<file path="config.mk">
export PLATFORM = sky130hd
export DESIGN_NAME = step_level_selector
export DESIGN_NICKNAME = d
export VERILOG_FILES = /design/src/rtl/step_sel_pkg.sv /design/src/rtl/rise_edge_det.sv /design/src/rtl/step_level_selector.sv
export SDC_FILE = /design/constraint.sdc
export NUM_CORES = 1
export LEC_CHECK = 0
export BUFFER_PORTS_ARGS = -buffer_cell sky130_fd_sc_hd__buf_2
export CAP_MARGIN = 15
export CORE_UTILIZATION = 47
export DETAILED_ROUTE_END_ITERATION = 7
export GPL_ROUTABILITY_DRIVEN = 1
export GPL_TIMING_DRIVEN = 0
export PLACE_DENSITY = 0.82
export SLEW_MARGIN = 20
export SYNTH_ARGS = -nofsm -noshare
export SYNTH_HDL_FRONTEND = slang
export SYNTH_SLANG_ARGS = --single-unit
</file>
<file path="constraint.sdc">
create_clock -name clk -period 1.7 [get_ports clk]
set_input_delay 0 -clock clk [delete_from_list [all_inputs] [get_ports clk]]
set_output_delay 0 -clock clk [all_outputs]
set_load 0.05 [all_outputs]
</file>
<file path="src/rtl/step_sel_pkg.sv">
// Shared types for the step level selector.
// Holds FSM states, direction codes and a small helper.
package step_sel_pkg;

    typedef enum logic [1:0] {
        IDLE,
        DELAY,
        REPEAT
    } sel_state_t;

    localparam logic DIR_UP = 1'b1;
    localparam logic DIR_DN = 1'b0;

    function automatic int max_int(input int a, input int b);
        return (a > b) ? a : b;
    endfunction

endpackage

</file>
<file path="src/rtl/rise_edge_det.sv">
// Rising-edge detector for a clk-synchronous level.
// Ports: clk, rstN (async low), in (level), rise (1-cycle pulse).
module rise_edge_det #(
    parameter logic RST_VAL = 1'b0
) (
    input  logic clk,
    input  logic rstN,
    input  logic in,
    output logic rise
);

    logic in_q;

    always_ff @(posedge clk or negedge rstN) begin
        if (!rstN) begin
            in_q <= RST_VAL;
        end else begin
            in_q <= in;
        end
    end

    assign rise = in & ~in_q;

endmodule

</file>
<file path="src/rtl/step_level_selector.sv">
// Bounded up/down level selector stepped by debounced key presses.
// Ports: clk, rstN (async low), tick (repeat pacing strobe), up, down,
//   sync_clr (reload RESET_VAL); value, at_min, at_max, changed (1-cycle pulse).
// Define STEP_SEL_AUTOREPEAT_EN to enable timed hold-to-repeat;
//   without it each press steps exactly once and tick is unused.
module step_level_selector
    import step_sel_pkg::*;
#(
    parameter int WIDTH         = 4,
    parameter int MIN_VAL       = 0,
    parameter int MAX_VAL       = 8,
    parameter int RESET_VAL     = 3,
    parameter int STEP          = 1,
    parameter int WRAP          = 0,
    parameter int REPEAT_DELAY  = 2,
    parameter int REPEAT_PERIOD = 1
) (
    input  logic             clk,
    input  logic             rstN,
    input  logic             tick,
    input  logic             up,
    input  logic             down,
    input  logic             sync_clr,
    output logic [WIDTH-1:0] value,
    output logic             at_min,
    output logic             at_max,
    output logic             changed
);

    localparam logic [WIDTH-1:0] MIN_W  = WIDTH'(MIN_VAL);
    localparam logic [WIDTH-1:0] MAX_W  = WIDTH'(MAX_VAL);
    localparam logic [WIDTH-1:0] RST_W  = WIDTH'(RESET_VAL);
    localparam logic [WIDTH-1:0] STEP_W = WIDTH'(STEP);
    localparam logic [WIDTH:0]   MIN_X  = (WIDTH+1)'(MIN_VAL);
    localparam logic [WIDTH:0]   MAX_X  = (WIDTH+1)'(MAX_VAL);
    localparam logic [WIDTH:0]   STEP_X = (WIDTH+1)'(STEP);

    logic             up_rise;
    logic             dn_rise;
    logic [WIDTH:0]   val_x;
    logic [WIDTH:0]   sum_up;
    logic [WIDTH-1:0] val_up;
    logic [WIDTH-1:0] val_dn;
    logic [WIDTH-1:0] value_next;

    // Reset to 1 so a key still held across reset is not seen as a press.
    rise_edge_det #(.RST_VAL(1'b1)) u_up_det (
        .clk  (clk),
        .rstN (rstN),
        .in   (up),
        .rise (up_rise)
    );

    rise_edge_det #(.RST_VAL(1'b1)) u_dn_det (
        .clk  (clk),
        .rstN (rstN),
        .in   (down),
        .rise (dn_rise)
    );

    // One extra bit so value+STEP cannot overflow before the bound test.
    always_comb begin
        val_x  = {1'b0, value};
        sum_up = val_x + STEP_X;
        if (sum_up > MAX_X) begin
            val_up = (WRAP != 0) ? MIN_W : MAX_W;
        end else begin
            val_up = sum_up[WIDTH-1:0];
        end
        if (val_x < (MIN_X + STEP_X)) begin
            val_dn = (WRAP != 0) ? MAX_W : MIN_W;
        end else begin
            val_dn = value - STEP_W;
        end
    end

`ifdef STEP_SEL_AUTOREPEAT_EN

    localparam int CNT_W =
        $clog2(max_int(REPEAT_DELAY, REPEAT_PERIOD) + 1);

    sel_state_t       state;
    sel_state_t       state_next;
    logic [CNT_W-1:0] cnt;
    logic [CNT_W-1:0] cnt_next;
    logic             dir;
    logic             dir_next;
    logic             held;

    always_comb begin
        value_next = value;
        state_next = state;
        cnt_next   = cnt;
        dir_next   = dir;
        held       = (dir == DIR_UP) ? up : down;
        if (sync_clr) begin
            value_next = RST_W;
            state_next = IDLE;
        end else if (up && down) begin
            state_next = IDLE;
        end else if (up_rise || dn_rise) begin
            value_next = up_rise ? val_up : val_dn;
            state_next = DELAY;
            cnt_next   = CNT_W'(REPEAT_DELAY);
            dir_next   = up_rise ? DIR_UP : DIR_DN;
        end else begin
            case (state)
                DELAY, REPEAT: begin
                    if (!held) begin
                        state_next = IDLE;
                    end else if (tick) begin
                        if (cnt == CNT_W'(1)) begin
                            value_next = (dir == DIR_UP) ? val_up : val_dn;
                            cnt_next   = CNT_W'(REPEAT_PERIOD);
                            state_next = REPEAT;
                        end else begin
                            cnt_next = cnt - CNT_W'(1);
                        end
                    end
                end
                default: begin
                    state_next = IDLE;
                end
            endcase
        end
    end

    always_ff @(posedge clk or negedge rstN) begin
        if (!rstN) begin
            state <= IDLE;
            cnt   <= '0;
            dir   <= DIR_DN;
        end else begin
            state <= state_next;
            cnt   <= cnt_next;
            dir   <= dir_next;
        end
    end

`else

    logic unused_tick;
    assign unused_tick = tick;

    always_comb begin
        value_next = value;
        if (sync_clr) begin
            value_next = RST_W;
        end else if (up && down) begin
            value_next = value;
        end else if (up_rise) begin
            value_next = val_up;
        end else if (dn_rise) begin
            value_next = val_dn;
        end
    end

`endif

    always_ff @(posedge clk or negedge rstN) begin
        if (!rstN) begin
            value   <= RST_W;
            changed <= 1'b0;
        end else begin
            value   <= value_next;
            changed <= (value_next != value);
        end
    end

    assign at_min = (value == MIN_W);
    assign at_max = (value == MAX_W);

endmodule

</file>
==> impl_metrics.ini <==
[detailed_routing]
routed_wl_um = 1796
vias = 704
ant_nets = 0
drc = 0
dr.pass1.iters = 4
drt_iter0_markers = 31
wire_per_inst_um = 15.22
via_per_inst = 5.966

[grt]
first_global_vias = 562
met1_usage_pct = 31.72
antenna_found_initial = 0
grt_use_met3_pct = 4.545
grtUsageTotal_pct = 24.59
use_met2_pct = 37.70
grt-ovfl-total = 0
grt_max_degree = 11
grt_pass1_wl_um = 2532
grt-busiest-layer = met2

[placed_design]
dp.cells = 103
routabilityCongestion = 0.8663
portBuffers = 10
dpl.hpwl_um = 1138
place_ws_ns = -0.2274

[timing]
setup_viol = 5
fin_ws_ns = -0.2636
rsz0062_at_grt = yes
tightest_slew_ns = 0.4261
fmax_ghz = 0.5093
finalMaxSlewViolations = 0
fin_crit_sh_pct = 115.5
final-hold-violation-count = 0
clock-skew-final_ns = 0.005303
period_needed_ns = 1.964
slew_headroom_pct = 71.59

[cells_and_area]
syn_to_final_growth_pct = 39.96
final_common_cell = buf_2
drive_gt1_share_pct = 46.60
final_cell_mix = buf_2, nand2_1, nand2b_1, nor2_1, buf_4
finalNonFillerCells = 118
antennaDiodeCount = 0
utilization_pct = 71.51
num-nets-final = 114

[clock_tree]
cts_buffers = 3
clk_pin_slew_ns = 0.05
cts.sinks = 7
cts_root_buf = clkbuf_4
clk_latency_ns = 0.24
clockBufferDepth = 2
ctsHtreeMaxLevel = 1
cts_tree = done

[critical_path]
worstPathArrival_ns = 2.06
path_class = register to register
cp-end-kind = register
worstPathMaxFanout = 6
worstPathRequired_ns = 1.80
worstSetupStartpointType = register
r2r_cells = 7

[yosys]
synthCells = 78
postSynthAreaPerCell_um2 = 8.630
synth_top_family_by_area = simple AND/OR/NAND/NOR gates
ys_warn_count = 0
ys_ff_latch = 7
syn_area_um2 = 673.1
synthMuxAreaShare_pct = 5.948
synth_fa_ha_area_share_pct = 7.435
synth-simple-area-share_pct = 27.70
synthDistinctLibCells = 37
synth-compound-area-share_pct = 27.51
synth_xor_xnor_area_share_pct = 0
syn-num-nets = 88
synth_seq_area_share_pct = 26.77

[die]
die_h_um = 39.85
io_pins = 13
initial_core_util_pct = 51.09
die_area_mm2 = 0.001588
die_x_um = 39.85
core_region_area_mm2 = 0.001318
num_rows = 13

[min_path]
hold_class = primary input to asynchronous set/reset pin

[run_status]
violations = setup timing
status = complete, but fails checks

[pwr]
ir_drop_uv = 665.7
p_leak_uw = 0.0004135
p_per_area_mw_per_mm2 = 713.7
finalPower_uw = 672.4

[flow_run]
drv_cap = 0
what timing repair did:
action / 4_1_cts / 5_1_grt
gates resized for setup: 4 / 8
buffers inserted: 6 / 2
endpoints found under the hold margin: 9 / 0
pin swaps: 6 / 4
hold buffers: 3 / 0
setup endpoints to repair: 4 / 5
sequential cells by signal, indices dropped and copies added, names as in the netlist:
signal,flops
value,4
changed,1
u_dn_det.in_q,1
u_up_det.in_q,1
synthesized netlist by cell type:
cell type | instances | area, µm²
a31oi_4 | 1 | 21.27
o221ai_1 | 1 | 8.760
o21ai_0 | 2 | 10.01
and2_1 | 1 | 6.260
a22oi_1 | 1 | 7.510
o22a_1 | 1 | 8.760
dfrtp_1 | 3 | 75.07
nand2b_1 | 6 | 37.54
inv_1 | 3 | 11.26
nor2_1 | 8 | 30.03
nor2_2 | 1 | 6.260
and3_1 | 1 | 6.260
o2111ai_1 | 1 | 8.760
o21ai_1 | 1 | 5.000
a22o_1 | 1 | 8.760
buf_6 | 1 | 11.26
nand3_1 | 3 | 15.01
a21oi_1 | 5 | 25.02
ha_1 | 4 | 50.05
nor3b_2 | 1 | 12.51
and3b_1 | 1 | 8.760
a21o_1 | 1 | 7.510
mux2i_1 | 4 | 40.04
o2bb2ai_1 | 1 | 8.760
a221oi_2 | 1 | 15.01
a21oi_2 | 1 | 8.760
buf_2 | 1 | 5.000
a211oi_1 | 1 | 7.510
o41ai_1 | 1 | 8.760
a211oi_2 | 1 | 12.51
a31oi_1 | 2 | 12.51
nand2_1 | 9 | 33.78
dfstp_2 | 4 | 105.1
and2b_1 | 1 | 7.510
nor4_2 | 1 | 12.51
clkbuf_1 | 1 | 3.750
nand3_2 | 1 | 10.01
report_power, final:
part | switching [µW] | internal [µW]
clock network | 56.2 | 89.3
registers | 19.7 | 189
logic | 188 | 130
worst paths after layout:
check                         start  endpoint  slack (ns)
hold / removal                 rstN  value[3]        0.11
hold reg to reg            value[1]  value[1]        0.73
setup reg to reg           value[0]   changed       -0.26
min in group clk           sync_clr  value[3]        0.15
setup / recovery           value[0]   changed       -0.26
max in group asynchronous      rstN  value[0]        1.36
critical path: stages (launching register included):
cell and delay, ns:
dfstp_4 0.67, buf_4 0.14, nand3_2 0.13, nor3b_2 0.20, nor2_2 0.07, a31oi_4 0.20
mux2i_1 0.27, o2111ai_2 0.13
per-layer routing:
metal / wire [µm] / up-vias
met4: 18 / 0
met3: 127 / 4
met5: 0 / -
met2: 879 / 42
met1: 771 / 319
li1: - / 339
logic make-up after synthesis:
group	Yosys count
compound gates	23
simple gates	34
fa+ha+maj	4
flops	7
buf+inv	6
mux	4
stage by stage:
stage               hold WS, ns  TNS (ns)  instance area, µm²
detailed placement      -0.1673   -0.5059               779.5
CTS                      0.1103   -0.4431               890.9
global placement        -0.1730   -0.4048               779.5
global route             0.1183   -0.9472               942.2
floorplan               -0.2956   -0.2190               710.7
finish                   0.1131   -0.5969               942.2
layout make-up:
class | instances | area [µm²]
Timing Repair Buffer | 21 | 147.6
Fill cell | 80 | 375.4
Tap cell | 15 | 18.77
Buffer | 3 | 20.02
Sequential cell | 7 | 187.7
Multi-Input combinational cell | 65 | 525.5
Inverter | 3 | 16.27
Clock buffer | 4 | 26.28
Note: power is estimated with default switching activity, not from simulation.
